## src/rtl/positadd_arbiter_if.sv

```systemverilog
// positadd_arbiter_if
//   Requester-side bus of the shared posit adder arbiter.
//   master : requester side (drives requests, receives grants and responses)
//   slave  : arbiter side (receives requests, drives grants and responses)
// Signals
//   req_valid   [NREQ]     per-requester request valid
//   req_ready   [NREQ]     per-requester grant (one-hot or zero)
//   req_in1     [32*NREQ]  operand A, requester i at [32*i+:32]
//   req_in2     [32*NREQ]  operand B, requester i at [32*i+:32]
//   resp_valid  [NREQ]     one-hot result pulse
//   resp_result [32]       shared result bus
//   resp_inf    [1]        shared inf flag
//   resp_zero   [1]        shared zero flag
interface positadd_arbiter_if #(
    parameter int unsigned NREQ = 4
);
    logic [NREQ-1:0]      req_valid;
    logic [NREQ-1:0]      req_ready;
    logic [32*NREQ-1:0]   req_in1;
    logic [32*NREQ-1:0]   req_in2;
    logic [NREQ-1:0]      resp_valid;
    logic [31:0]          resp_result;
    logic                 resp_inf;
    logic                 resp_zero;

    modport master (
        output req_valid, req_in1, req_in2,
        input  req_ready, resp_valid, resp_result, resp_inf, resp_zero
    );

    modport slave (
        input  req_valid, req_in1, req_in2,
        output req_ready, resp_valid, resp_result, resp_inf, resp_zero
    );
endinterface

```

## src/rtl/positadd_arbiter.sv

```systemverilog
// positadd_arbiter
//   Shares one pipelined posit adder (fixed LATENCY, no stall) among NREQ
//   requesters. Round-robin arbitration issues at most one add per cycle; a
//   tag pipeline follows each op so its result is returned to its requester.
// Ports
//   clk, reset       rising-edge clock, asynchronous active-high reset
//   enable           1 = grants allowed; 0 = no new grants, in-flight drain
//   bus              requester interface (slave modport)
//   busy             an op is in flight or a response is being presented
//   add_start/in1/in2                  issue side toward the adder
//   add_result/inf/zero/done           result side from the adder
//   err_done         sticky add_done/tag-valid mismatch flag
//                    (present only with POSITADD_ARB_DONE_CHECK_EN defined)
// Configuration macro: POSITADD_ARB_DONE_CHECK_EN
module positadd_arbiter #(
    parameter int unsigned NREQ    = 4,
    parameter int unsigned LATENCY = 8
) (
    input  logic                 clk,
    input  logic                 reset,
    input  logic                 enable,
    positadd_arbiter_if.slave    bus,
    output logic                 busy,
    output logic                 add_start,
    output logic [31:0]          add_in1,
    output logic [31:0]          add_in2,
    input  logic [31:0]          add_result,
    input  logic                 add_inf,
    input  logic                 add_zero,
    input  logic                 add_done
`ifdef POSITADD_ARB_DONE_CHECK_EN
    ,
    output logic                 err_done
`endif
);
    localparam int unsigned TAGW = $clog2(NREQ);
    localparam logic [TAGW:0] NREQ_W = (TAGW+1)'(NREQ);
    localparam logic [TAGW-1:0] LAST = TAGW'(NREQ - 1);

    logic [TAGW-1:0] ptr;
    logic [TAGW-1:0] gnt_idx;
    logic            gnt_any;
    logic            xfer;
    logic [TAGW:0]   scan;
    logic [31:0]     sel_in1;
    logic [31:0]     sel_in2;
    logic [TAGW-1:0] issue_tag;

    logic [LATENCY:1] pipe_v;
    logic [TAGW-1:0]  pipe_tag [1:LATENCY];

    // Round-robin search starting at ptr; the sum is one bit wider than the
    // pointer so the wrap works for any NREQ, not only powers of two.
    always_comb begin
        gnt_any = 1'b0;
        gnt_idx = '0;
        scan    = '0;
        for (int unsigned k = 0; k < NREQ; k++) begin
            scan = {1'b0, ptr} + (TAGW+1)'(k);
            if (scan >= NREQ_W) begin
                scan = scan - NREQ_W;
            end
            if (!gnt_any && bus.req_valid[scan[TAGW-1:0]]) begin
                gnt_any = 1'b1;
                gnt_idx = scan[TAGW-1:0];
            end
        end
    end

    assign xfer = gnt_any & enable & ~reset;

    always_comb begin
        bus.req_ready = '0;
        if (xfer) begin
            bus.req_ready[gnt_idx] = 1'b1;
        end
    end

    always_comb begin
        sel_in1 = '0;
        sel_in2 = '0;
        for (int unsigned k = 0; k < NREQ; k++) begin
            if (gnt_idx == TAGW'(k)) begin
                sel_in1 = bus.req_in1[32*k +: 32];
                sel_in2 = bus.req_in2[32*k +: 32];
            end
        end
    end

    always_ff @(posedge clk or posedge reset) begin
        if (reset) begin
            ptr       <= '0;
            add_start <= 1'b0;
            add_in1   <= '0;
            add_in2   <= '0;
            issue_tag <= '0;
        end else begin
            add_start <= xfer;
            if (xfer) begin
                ptr       <= (gnt_idx == LAST) ? '0 : gnt_idx + 1'b1;
                issue_tag <= gnt_idx;
                add_in1   <= sel_in1;
                add_in2   <= sel_in2;
            end
        end
    end

    // Stage LATENCY lines up with add_done of the op issued LATENCY cycles ago.
    always_ff @(posedge clk or posedge reset) begin
        if (reset) begin
            pipe_v <= '0;
            for (int unsigned i = 1; i <= LATENCY; i++) begin
                pipe_tag[i] <= '0;
            end
        end else begin
            pipe_v[1]   <= add_start;
            pipe_tag[1] <= issue_tag;
            for (int unsigned i = 2; i <= LATENCY; i++) begin
                pipe_v[i]   <= pipe_v[i-1];
                pipe_tag[i] <= pipe_tag[i-1];
            end
        end
    end

    // Routing uses only the tag valid, so done pulses from ops cut off by a
    // reset fall on an empty pipeline and are dropped.
    always_ff @(posedge clk or posedge reset) begin
        if (reset) begin
            bus.resp_valid  <= '0;
            bus.resp_result <= '0;
            bus.resp_inf    <= 1'b0;
            bus.resp_zero   <= 1'b0;
        end else begin
            bus.resp_valid <= '0;
            if (pipe_v[LATENCY]) begin
                bus.resp_valid[pipe_tag[LATENCY]] <= 1'b1;
                bus.resp_result <= add_result;
                bus.resp_inf    <= add_inf;
                bus.resp_zero   <= add_zero;
            end
        end
    end

    assign busy = add_start | (|pipe_v) | (|bus.resp_valid);

`ifdef POSITADD_ARB_DONE_CHECK_EN
    localparam int unsigned CNTW = $clog2(LATENCY + 1);
    localparam logic [CNTW-1:0] SETTLE = CNTW'(LATENCY);

    logic [CNTW-1:0] settle_cnt;

    // The adder is not reset, so its done stream is untrusted until every
    // op issued before the reset has had time to flush out.
    always_ff @(posedge clk or posedge reset) begin
        if (reset) begin
            settle_cnt <= '0;
            err_done   <= 1'b0;
        end else if (settle_cnt != SETTLE) begin
            settle_cnt <= settle_cnt + 1'b1;
        end else if (add_done != pipe_v[LATENCY]) begin
            err_done <= 1'b1;
        end
    end
`else
    logic unused_add_done;
    assign unused_add_done = add_done;
`endif

endmodule

```

## src/flat_wrapper.sv

```systemverilog
// flat-port wrapper written by rule: the top's interface ports become plain ports
module positadd_arbiter_flat 
#(
    parameter int unsigned NREQ    = 4,
    parameter int unsigned LATENCY = 8
)
  (clk, reset, enable, busy, add_start, add_in1, add_in2, add_result, add_inf, add_zero, add_done, bus_req_valid, bus_req_in1, bus_req_in2, bus_req_ready, bus_resp_valid, bus_resp_result, bus_resp_inf, bus_resp_zero);
  positadd_arbiter_if #(.NREQ(NREQ)) bus_i ();
  input  logic clk;
  input  logic reset;
  input  logic enable;
  output logic busy;
  output logic add_start;
  output logic [31:0] add_in1;
  output logic [31:0] add_in2;
  input  logic [31:0] add_result;
  input  logic add_inf;
  input  logic add_zero;
  input  logic add_done;
  input wire logic [$bits(bus_i.req_valid)-1:0] bus_req_valid;
  input wire logic [$bits(bus_i.req_in1)-1:0] bus_req_in1;
  input wire logic [$bits(bus_i.req_in2)-1:0] bus_req_in2;
  output wire logic [$bits(bus_i.req_ready)-1:0] bus_req_ready;
  output wire logic [$bits(bus_i.resp_valid)-1:0] bus_resp_valid;
  output wire logic [$bits(bus_i.resp_result)-1:0] bus_resp_result;
  output wire logic [$bits(bus_i.resp_inf)-1:0] bus_resp_inf;
  output wire logic [$bits(bus_i.resp_zero)-1:0] bus_resp_zero;
  assign bus_i.req_valid = bus_req_valid;
  assign bus_i.req_in1 = bus_req_in1;
  assign bus_i.req_in2 = bus_req_in2;
  assign bus_req_ready = bus_i.req_ready;
  assign bus_resp_valid = bus_i.resp_valid;
  assign bus_resp_result = bus_i.resp_result;
  assign bus_resp_inf = bus_i.resp_inf;
  assign bus_resp_zero = bus_i.resp_zero;
  positadd_arbiter #(.NREQ(NREQ), .LATENCY(LATENCY)) u_core (.clk(clk), .reset(reset), .enable(enable), .bus(bus_i), .busy(busy), .add_start(add_start), .add_in1(add_in1), .add_in2(add_in2), .add_result(add_result), .add_inf(add_inf), .add_zero(add_zero), .add_done(add_done));
endmodule
```

## config.mk

```make
export PLATFORM = sky130hd
export DESIGN_NAME = positadd_arbiter_flat
export DESIGN_NICKNAME = d
export VERILOG_FILES = /design/src/rtl/positadd_arbiter_if.sv /design/src/rtl/positadd_arbiter.sv /design/src/flat_wrapper.sv
export SDC_FILE = /design/constraint.sdc
export NUM_CORES = 1
export LEC_CHECK = 0
export ABC_AREA = 1
export CORE_MARGIN = 5
export CORE_UTILIZATION = 25
export DETAILED_ROUTE_END_ITERATION = 12
export DONT_BUFFER_PORTS = 1
export PLACE_DENSITY = 0.41
export SLEW_MARGIN = 5
export SYNTH_ARGS = -nofsm -noshare
export SYNTH_HDL_FRONTEND = slang
export SYNTH_SLANG_ARGS = --single-unit
```

## constraint.sdc

```tcl
create_clock -name clk -period 4.05 [get_ports clk]
set_clock_uncertainty 0.1 [all_clocks]
set_input_delay 0.6075 -clock clk [delete_from_list [all_inputs] [get_ports clk]]
set_output_delay 0.6075 -clock clk [all_outputs]
set_load 0.05 [all_outputs]
```

==> results_dict.tcl <==
set metrics [dict create \
    synth_area_um2 6815 \
    grtUsageTotal 0.1591 \
    grt_max_degree 129 \
    required_ns 3.34 \
    rr_endpoint "u_core.add_in2[0]" \
    syn_to_final_growth_pct 14.32 \
    synth_nets 1279 \
    grt_util_met2 0.2534 \
    use_met3 0.05582 \
    dieHeight_um 175.1 \
    cts_tree "built" \
    io_pins 406 \
    die_w_um 175.1 \
    start_util 0.2536 \
    yosysSeqAreaShare 0.4810 \
    rsz0062_at_grt "false" \
    vias 6163 \
    grt_overflow 0 \
    slew_viol_final 0 \
    root_buffer "clkbuf_16" \
    setup_violations 0 \
    status "finished clean" \
    final_nets 1249 \
    finish.utilization 0.2899 \
    critPathMaxFanout 17 \
    cts_buffers 17 \
    drt_iter0_drc 381 \
    postSynthCellCount 977 \
    grtUsageMet1 0.2011 \
    relSlewSlack 0.1968 \
    firstDrtPassIters 4 \
    critPathArrivalTime_ns 2.95 \
    busiest_layer "met2" \
    drc 0 \
    dieArea_um2 30660 \
    maxCapViolations 0 \
    fin_crit_ns 3.662 \
    core-area_um2 26880 \
    viasPerCell 4.730 \
    ys_types 21 \
    grt_pass1_wl_um 37910 \
    wl_per_cell_um 19.23 \
    layout-drive-gt1-share 0.06146 \
    hpwl_um 18420 \
    clk_latency_ns 0.42 \
    critPathCaptureType "primary output" \
    io_buffers 0 \
    ant_nets 0 \
    grt_pass1_vias 6203 \
    start_kind "flop" \
    crit_type "flop to primary output" \
    numClockSinks 131 \
    h-tree-depth 4 \
    yosysWarningCount 0 \
    path_clk_slew_ns 0.07 \
    reg2reg_depth 20 \
    gp_congestion 0.8628 \
    hp-class "input pin to async pin" \
    rows 60 \
    routed_wl_um 25060 \
    tns_ns 0 \
    syn_area_per_cell_um2 6.976 \
    r2r-start "u_core.ptr[0]" \
    ys_seq_elements 131 \
    fmax_mhz 273.0 \
    reg2reg_slack_ns 0.70 \
    cts_buffer_depth 2 \
    tightest_slew_ns 1.203 \
    holdBufCountCts 0 \
    report.final.hold_viol_count 0 \
    finalCritPeriodShare 0.9043 \
    grt_antenna_before_repair 2 \
]
cells in the mapped netlist:
cell / n / area (µm²)
nand3_1: 7 / 35.03
buf_4: 1 / 7.510
nand2_2: 1 / 6.260
nor4_1: 2 / 12.51
nor2_4: 1 / 11.26
nand2_4: 1 / 11.26
nand4_1: 2 / 12.51
dfrtp_1: 131 / 3278
nor3_1: 5 / 25.02
o21ai_0: 132 / 660.6
inv_2: 2 / 7.510
inv_1: 17 / 63.81
buf_6: 2 / 22.52
clkbuf_1: 48 / 180.2
buf_1: 3 / 11.26
nor2_1: 9 / 33.78
nand2_1: 533 / 2001
nand3_2: 1 / 10.01
ha_1: 4 / 50.05
a21oi_1: 65 / 325.3
buf_2: 10 / 50.05
layer usage:
metal	part of all wire	routed length, µm
met4	0.024	604
met2	0.47	11660
met5	0	0
met3	0.090	2247
met1	0.42	10550
metrics by stage:
step / setup slack (ns) / cell area (µm²) / cells / hold slack (ns)
global placement: 0.5968 / 7174 / 1269 / 0.2342
global route: 0.1172 / 7791 / 1303 / 0.1319
detailed placement: 0.5263 / 7174 / 1269 / 0.2347
floorplan: 0.5127 / 6819 / 977 / 0.2312
finish: 0.3876 / 7791 / 1303 / 0.08219
CTS: 0.1743 / 7776 / 1301 / 0.1084
worst max-delay path: stages (launching register included):
cell,delay (ns)
dfrtp_1,0.56
inv_1,0.23
nand2_1,0.12
nand2_2,0.08
nand2_1,0.08
nand2_1,0.08
nor2_4,0.13
nand3_1,0.09
nand2_1,0.06
nand2_1,0.13
inv_1,0.19
ha_4,0.37
inv_1,0.07
nor2_1,0.11
buf_4,0.21
what timing repair did:
item | 4_1_cts | 5_1_grt
gates resized for setup | 0 | 1
buffers inserted | 0 | 0
endpoints found under the setup margin | 0 | 1
cell type report:
class                           count  area [µm²]
Multi-Input combinational cell    763        3229
Antenna cell                        2       5.005
Inverter                           19       75.07
Fill cell                        2929       19080
Sequential cell                   131        3278
Clock inverter                     15       176.4
Timing Repair Buffer               15       175.2
Clock buffer                       17       425.4
Tap cell                          341       426.7
cell families (layout without fill, tap and decap cells):
logic type / count (synthesis) / in the layout / synth area share
flip-flops: 131 / 131 / 0.4810
buffers and inverters: 83 / 66 / 0.05030
adder cells (fa/ha/maj): 4 / 4 / 0.007344
AO/OA/AOI/OAI: 197 / 197 / 0.1447
AND/OR/NAND/NOR: 562 / 562 / 0.3167
other: 0 / 2 / 0
cell usage in the layout, fill, tap and decap left out, drive strengths merged:
cell type	n
a21oi	65
buf	15
clkbuf	17
clkinv	5
clkinvlp	1
dfrtp	131
diode	2
ha	4
inv	28
nand2	535
nand3	8
nand4	2
nor2	10
nor3	5
nor4	2
o21ai	132
registers in the layout, indices dropped and copies added, names as in the netlist:
register                count
u_core.add_in1             32
u_core.add_in2             32
u_core.add_start            1
u_core.bus.resp_inf         1
u_core.bus.resp_result     32
u_core.bus.resp_valid       4
u_core.bus.resp_zero        1
u_core.issue_tag            2
u_core.pipe_tag            16
u_core.pipe_v               8
u_core.ptr                  2
worst max path at each step:
| stage | startpoint | endpoint | slack, ns | depth (start not counted) |
|---|---|---|---|---|
| finish | u_core.ptr[0] | bus_req_ready[1] | 0.39 | 14 |
| global route | u_core.ptr[0] | bus_req_ready[1] | 0.12 | 14 |
| CTS | u_core.ptr[0] | bus_req_ready[1] | 0.17 | 14 |
| detailed placement | u_core.ptr[0] | u_core.add_in2[15] | 0.53 | 18 |
| global placement | u_core.ptr[0] | u_core.add_in2[31] | 0.60 | 18 |
| floorplan | bus_req_valid[3] | bus_req_ready[1] | 0.51 | 14 |
Power is not shown: default switching activity piles up to over one toggle a cycle in this logic, so the estimate is an artifact.
